[src/rtl/rs_pkg.sv]
// Shared constants, state type and GF(2^8) helper for the RS(18,16) encoder.
// Field polynomial x^8+x^4+x^3+x^2+1 (0x11D), generator (x+a)(x+a^2), a=0x02.
package rs_pkg;

    localparam int SYMBOL_WIDTH = 8;
    localparam int K            = 16;
    localparam int N            = K + 2;

    localparam logic [7:0] GF_POLY = 8'h1D;
    localparam logic [7:0] G1      = 8'h06;
    localparam logic [7:0] G0      = 8'h08;

    typedef enum logic [1:0] {
        DATA = 2'd0,
        PAR1 = 2'd1,
        PAR0 = 2'd2
    } rs_state_t;

    // Multiply by a=x modulo the field polynomial.
    function automatic logic [7:0] gf_xtime(input logic [7:0] a);
        return {a[6:0], 1'b0} ^ (a[7] ? GF_POLY : 8'h00);
    endfunction

endpackage

[src/rtl/gf256_mul_const.sv]
// Constant GF(2^8) multiplier: y = a * CONST mod 0x11D, folded to a pure XOR network.
import rs_pkg::*;

module gf256_mul_const #(
    parameter logic [7:0] CONST = 8'h01
) (
    input  logic [7:0] a,
    output logic [7:0] y
);

    // CONST is elaboration-time, so the loop collapses to XORs of shifted copies of a.
    always_comb begin
        logic [7:0] t;
        y = 8'h00;
        t = a;
        for (int i = 0; i < 8; i++) begin
            if (CONST[i]) y = y ^ t;
            t = gf_xtime(t);
        end
    end

endmodule

[src/rtl/rs_encoder_18_16.sv]
// Symbol-serial systematic RS(18,16) encoder: 16 data symbols passed through, 2 parity appended.
// Optional RS_ENC_CW_OUT_EN adds a parallel 144-bit codeword capture with a 1-cycle cw_valid pulse.
//
// state | meaning
// DATA  | forwarding data symbols, LFSR absorbing each accepted symbol
// PAR1  | loading parity p1 (r1) into the output register
// PAR0  | loading parity p0 (r0), clearing the LFSR, returning to DATA

module rs_encoder_18_16 #(
    parameter int SYMBOL_WIDTH = 8,
    parameter int K            = 16
) (
    input  logic                        clk,
    input  logic                        rst_n,
    input  logic                        in_valid,
    output logic                        in_ready,
    input  logic [SYMBOL_WIDTH-1:0]     in_sym,
    output logic                        out_valid,
    input  logic                        out_ready,
    output logic [SYMBOL_WIDTH-1:0]     out_sym,
    output logic                        out_sop,
    output logic                        out_eop
`ifdef RS_ENC_CW_OUT_EN
    ,
    output logic                        cw_valid,
    output logic [SYMBOL_WIDTH*(K+2)-1:0] cw
`endif
);

    import rs_pkg::*;

    localparam int NSYM  = K + 2;
    localparam int CNT_W = $clog2(K);

    rs_state_t               state;
    logic [CNT_W-1:0]        cnt;
    logic [SYMBOL_WIDTH-1:0] r1;
    logic [SYMBOL_WIDTH-1:0] r0;
    logic [SYMBOL_WIDTH-1:0] fb;
    logic [SYMBOL_WIDTH-1:0] fb_g1;
    logic [SYMBOL_WIDTH-1:0] fb_g0;
    logic                    slot_free;
    logic                    accept;

    assign slot_free = !out_valid || out_ready;
    assign in_ready  = (state == DATA) && slot_free;
    assign accept    = in_valid && in_ready;
    assign fb        = in_sym ^ r1;

    gf256_mul_const #(.CONST(G1)) u_mul_g1 (.a(fb), .y(fb_g1));
    gf256_mul_const #(.CONST(G0)) u_mul_g0 (.a(fb), .y(fb_g0));

    always_ff @(posedge clk or negedge rst_n) begin
        if (!rst_n) begin
            state     <= DATA;
            cnt       <= '0;
            r1        <= '0;
            r0        <= '0;
            out_valid <= 1'b0;
            out_sym   <= '0;
            out_sop   <= 1'b0;
            out_eop   <= 1'b0;
        end else begin
            case (state)
                DATA: begin
                    if (accept) begin
                        out_valid <= 1'b1;
                        out_sym   <= in_sym;
                        out_sop   <= (cnt == '0);
                        out_eop   <= 1'b0;
                        r1        <= r0 ^ fb_g1;
                        r0        <= fb_g0;
                        if (cnt == CNT_W'(K - 1)) begin
                            cnt   <= '0;
                            state <= PAR1;
                        end else begin
                            cnt <= cnt + 1'b1;
                        end
                    end else if (slot_free) begin
                        out_valid <= 1'b0;
                    end
                end
                PAR1: begin
                    if (slot_free) begin
                        out_valid <= 1'b1;
                        out_sym   <= r1;
                        out_sop   <= 1'b0;
                        out_eop   <= 1'b0;
                        state     <= PAR0;
                    end
                end
                PAR0: begin
                    if (slot_free) begin
                        out_valid <= 1'b1;
                        out_sym   <= r0;
                        out_sop   <= 1'b0;
                        out_eop   <= 1'b1;
                        r1        <= '0;
                        r0        <= '0;
                        state     <= DATA;
                    end
                end
                default: state <= DATA;
            endcase
        end
    end

`ifdef RS_ENC_CW_OUT_EN
    // Only the first 17 symbols need storing; p0 is taken straight from out_sym at capture.
    logic [SYMBOL_WIDTH*(NSYM-1)-1:0] cw_sr;
    logic                             out_fire;

    assign out_fire = out_valid && out_ready;

    always_ff @(posedge clk or negedge rst_n) begin
        if (!rst_n) begin
            cw_sr    <= '0;
            cw       <= '0;
            cw_valid <= 1'b0;
        end else begin
            cw_valid <= out_fire && out_eop;
            if (out_fire) begin
                cw_sr <= {cw_sr[SYMBOL_WIDTH*(NSYM-2)-1:0], out_sym};
                if (out_eop) cw <= {cw_sr, out_sym};
            end
        end
    end
`endif

endmodule

[config.mk]
export PLATFORM = sky130hd
export DESIGN_NAME = rs_encoder_18_16
export DESIGN_NICKNAME = d
export VERILOG_FILES = /design/src/rtl/rs_pkg.sv /design/src/rtl/gf256_mul_const.sv /design/src/rtl/rs_encoder_18_16.sv
export SDC_FILE = /design/constraint.sdc
export NUM_CORES = 1
export LEC_CHECK = 0
export CORE_ASPECT_RATIO = 0.8
export CORE_MARGIN = 2
export CORE_UTILIZATION = 45
export CTS_CLUSTER_DIAMETER = 50
export DETAILED_ROUTE_END_ITERATION = 12
export PLACE_DENSITY = 0.67
export SYNTH_ARGS = -nofsm -noshare
export SYNTH_HDL_FRONTEND = slang
export SYNTH_SLANG_ARGS = --single-unit
export TNS_END_PERCENT = 20
[constraint.sdc]
create_clock -name clk -period 3.65 [get_ports clk]
set_input_delay 0.73 -clock clk [delete_from_list [all_inputs] [get_ports clk]]
set_output_delay 0.73 -clock clk [all_outputs]
set_load 0.02 [all_outputs]
# == After elaboration in Yosys (flattened, before gate mapping) ==
# Index checks and enable logic that the tools add are counted.
# classes
bitwise_logic,6
muxes,26
n_eq_ne,9
n_reduce_logical,16
addsub,1
# op_table
op,count
2-to-1 mux 8 bit,6
bitwise XOR 8 bit,6
case mux 8 bit (2 select lines),2
case mux 8 bit (3 select lines),1
2-to-1 mux 5 bit,3
AND reduction 3 bit,3
2-to-1 mux 2 bit,4
AND reduction 4 bit,2
!= test 2 bit (second input constant),3
case mux 2 bit (3 select lines),1
2-to-1 mux 1 bit,5
adder 4 x 1 -> 4 bit (second input constant),1
equality test 4 bit (second input constant),1
logical NOT 4 bit,1
2-to-1 mux 4 bit,1
!= test 2 x 1 -> 1 bit (second input constant),2
case mux 1 bit (2 select lines),2
nonzero test 2 bit,2
!= test 3 bit (second input constant),1
case mux 1 bit (3 select lines),1
nonzero test 3 bit,1
equality test 2 x 1 -> 1 bit (second input constant),1
equality test 2 bit (second input constant),1
logical AND 1 bit,2
other kinds (5),5
# word_totals
wordCells,66
regBits,33

# == Logic depth before layout (Yosys ltp) ==
# depth
word_depth,9
depth_mapped,8
ltp_nobuf,6

# == Modules after synthesis ==
# A second synthesis with hierarchy kept.
# unflattened
hier_cells,175
hier_area_um2,1938.1
# modules_own_cells
module,seq_area_each_um2,cells_per_inst,n_inst,area_each_um2
rs_encoder_18_16,825.8,153,1,1741.7
gf256_mul_const at u_mul_g1,0.0,11,1,103.8
gf256_mul_const at u_mul_g0,0.0,11,1,92.6

# == Worst setup path after synthesis ==
# Ideal clock, no wire load.
# synth_timing
path_kind,input-to-output
start,input out_ready
end,output in_ready
n_path_buf,1
path_slack_ns,1.697
stages,3
arrival_time_ns,1.223
path_cell_list,nand2b_1 buf_6 and2_1
# synth_via
elab_chain_cells,2
# synth_rtl
item,line_no,rtl
start: declaration,rs_encoder_18_16.sv:19,"input logic out_ready,"
logical OR 1 bit,rs_encoder_18_16.sv:45,assign slot_free = !out_valid || out_ready;
logical AND 1 bit,rs_encoder_18_16.sv:46,assign in_ready = (state == DATA) && slot_free;
end: declaration,rs_encoder_18_16.sv:16,"output logic in_ready,"
# No other way between the ends.

# == Worst setup path in the final report ==
# Same ends and word-level chain as after synthesis.

==> flow_summary_export.csv <==
group,metric,value,unit
critical_path,critPathLaunchType,"input port",
sta,grt_setup_unrepaired,"no",
synthesis,synth_nets,199,
clock_network,cts.sinks,33,
final_layout,fin_area,2320,um2
global_route,grt_max_degree,34,
critical_path,reg2reg_from,"state[0]",
critical_path,critPathKind,"input port to output pin",
sta,finalHoldViolCount,0,
floorplan,rows,21,
floorplan,initial_core_util,46.8,%
floorplan,core_area,4200,um2
floorplan,die-width,77.9,um
critical_path,crit_path_end_kind,"output pin",
sta,setup_violations,0,
sta,whs,0.505,ns
clock_network,clock_path_buffers,2,
sta,timing.final.crit_share,78.9,%
power,clkPwrFrac,11.4,%
sta,slew_viol_final,0,
global_route,grt_pass1_wl,7100,um
detailed_routing,ant_nets,0,
clock_network,cts_root_buffer,"clkbuf_8",
floorplan,fp.dieH,63.1,um
detailed_routing,via_count,1421,
critical_path,regToRegEndpoint,"out_sym[7]",
global_route,gr-total-overflow,0,
synthesis,synth_area,1970,um2
final_layout,regArea,826,um2
critical_path,ff2ff_setup_slack,1.53,ns
floorplan,pin_count,24,
synthesis,async_reset_ff_share,100,%
clock_network,cts_setup_buffers,0,
sta,setup_tns,0,ns
final_layout,nets,222,
floorplan,dieArea,4920,um2
flow_run,drv_cap,0,
synthesis,yosys_warnings,0,
sta,clock_skew,0.00789,ns
clock_network,clock_latency,0.29,ns
placement,dpl_cell_area,2240,um2
final_layout,postLayoutCoreUtil,55.2,%
synthesis,synth-edff-count,0,
min_path,worstHoldPathCells,1,
power,p_sw,0.998,mW
placement,gp_congestion,0.827,
power,max-vdd-ir-drop,0.416,mV
placement,dp_hpwl,2960,um
clock_network,path_clk_slew,0.07,ns
synthesis,syn_avg_cell_area,10.9,um2
sta,worst_pin_slew,0.770,ns
detailed_routing,first_pass_iters,4,
critical_path,critPathArrivalTime,2.15,ns
final_layout,n_fill_cell,378,
synthesis,yosys_register_bits,33,
critical_path,crit_fanout,3,
power,p_leak,0.999,nW
global_route,antenna_found_initial,0,
min_path,hold_class,"register to register",
power,seqPwrFrac,29.4,%
synthesis,synthFlopType,"dfrtp_1",
clock_network,cts_tree,"built",
detailed_routing,drc,0,
min_path,holdPathEnd,"cnt[3]",
critical_path,critPathRequiredTime,2.92,ns
power,combPwrFrac,59.2,%
final_layout,antenna_cells,0,
final_layout,synthToLayoutAreaGrowth,18.1,%
global_route,globalRouteTotalUtil,18.7,%
detailed_routing,drt-total-wl,4220,um
synthesis,synth_cells,180,
clock_network,htreeDepth,2,
detailed_routing,drtIter0Drc,162,
final_layout,layout-drive-gt1-share,13.7,%
clock_network,cts_hold_buf,0,
sta,fmax,0.347,GHz
power,p_sw_share,41.2,%
status,status,"finished clean",
detailed_routing,wl_per_cell,16.2,um
clock_network,cts_buffers,5,
detailed_routing,via_per_inst,5.44,
sta,max-slew-margin-rel,48.3,%
min_path,hold_start,"cnt[3]",
sta,final.min_clock_period,2.88,ns
power,p_int,1.43,mW
placement,portBuffers,23,
final_layout,multi_input_area,1070,um2
power,p_per_area,1040,nW/um2
synthesis,yosysSeqAreaShare,42.0,%
critical_path,rr_worst_depth,6,
synthesis,yosysUniqueCellTypes,36,
clock_network,post_cts_resized,0,
global_route,first_global_vias,1381,
[power by group through the flow]
stage / Combinational [mW] / Sequential (mW) / Clock, mW
final: 1.44 / 0.713 / 0.276
after global routing: 1.56 / 0.735 / 0.299
after CTS: 1.45 / 0.711 / 0.281
after detailed placement: 1.44 / 0.717 / 0
after global placement: 1.40 / 0.697 / 0
after floorplan: 1.04 / 0.752 / 0
[per-layer routing]
metal / up-vias / part of all wire, % / global-route usage (%) / routed length [um]
li1: 670 / - / - / -
met1: 709 / 49 / 27.8 / 2090
met2: 37 / 45 / 26.7 / 1910
met3: 5 / 4.2 / 4.30 / 176
met4: 0 / 1.1 / 6.58 / 45
met5: - / 0 / 0 / 0
[cells in the mapped netlist, types with 3 or more instances]
cell type	number	area share (%)
nor2_1	13	2.5
xnor3_1	3	3.4
o21ai_1	8	2.0
dfrtp_1	33	42
nand4_1	3	0.95
o21ai_0	8	2.0
a22o_1	3	1.3
ha_1	7	4.5
xor2_1	5	2.2
a22oi_1	8	3.1
clkbuf_1	5	0.95
inv_1	5	0.95
mux2_4	9	6.9
a21oi_1	12	3.1
nand2_1	14	2.7
xnor2_1	18	8.0
mux2_2	3	1.7
[cell usage in the layout (no fill, tap or decap), types with 2 or more instances in the layout]
cell type / instances
a21oi_1: 12
a22o_1: 3
a22oi_1: 8
buf_4: 2
clkbuf_8: 5
clkdlybuf4s50_1: 23
clkinv_2: 2
dfrtp_1: 33
ha_1: 7
inv_1: 5
mux2_2: 3
mux2_4: 9
nand2_1: 14
nand3_1: 2
nand4_1: 3
nor2_1: 13
o21ai_0: 8
o21ai_1: 8
o31ai_1: 2
xnor2_1: 18
xnor2_4: 2
xnor3_1: 3
xor2_1: 5
[through the flow]
| stage | setup slack, ns | cells | total power, mW |
|---|---|---|---|
| after global routing | 0.733 | 261 | 2.59 |
| after detailed placement | 0.787 | 253 | 2.16 |
| after CTS | 0.777 | 261 | 2.44 |
| final | 0.770 | 261 | 2.42 |
| after global placement | 0.781 | 253 | 2.09 |
| after floorplan | 1.70 | 180 | 1.79 |
[area by class of cell]
type                       count  area share [%]
multi-input combinational    133            46.3
sequential                    33            35.6
inverter                       5           0.808
clock buffer                   5            2.96
timing repair buffer          25            10.6
clock inverter                 3           0.754
tap                           57            3.07
[critical path, stage by stage]
cell and delay (ns):
clkdlybuf4s50_1 0.48, nand2b_1 0.15, and2_1 0.18, clkdlybuf4s50_1 0.61
[flip-flops by register name, summed over array words and instances, names as in the netlist]
name,flops
out_valid,1
out_eop,1
state,2
r1,8
out_sym,8
r0,8
cnt,4
out_sop,1
[worst max-delay path by stage]
stage               from  endpoint  slack, ns  depth (start not counted)
2_1_floorplan  out_ready  in_ready       1.70                          3
3_3_place_gp   out_ready  in_ready       0.78                          4
3_5_place_dp   out_ready  in_ready       0.79                          4
4_1_cts        out_ready  in_ready       0.78                          4
5_1_grt        out_ready  in_ready       0.73                          4
6_report       out_ready  in_ready       0.77                          4
[kinds of logic after synthesis]
group / after synthesis / synth area share (%)
simple gates: 40 / 9.80
buf+inv: 14 / 3.37
flops: 33 / 42.0
compound gates: 44 / 13.7
mux: 12 / 8.59
fa+ha+maj: 7 / 4.45
xor+xnor: 30 / 18.1
Note: power is estimated with default switching activity, not from simulation.
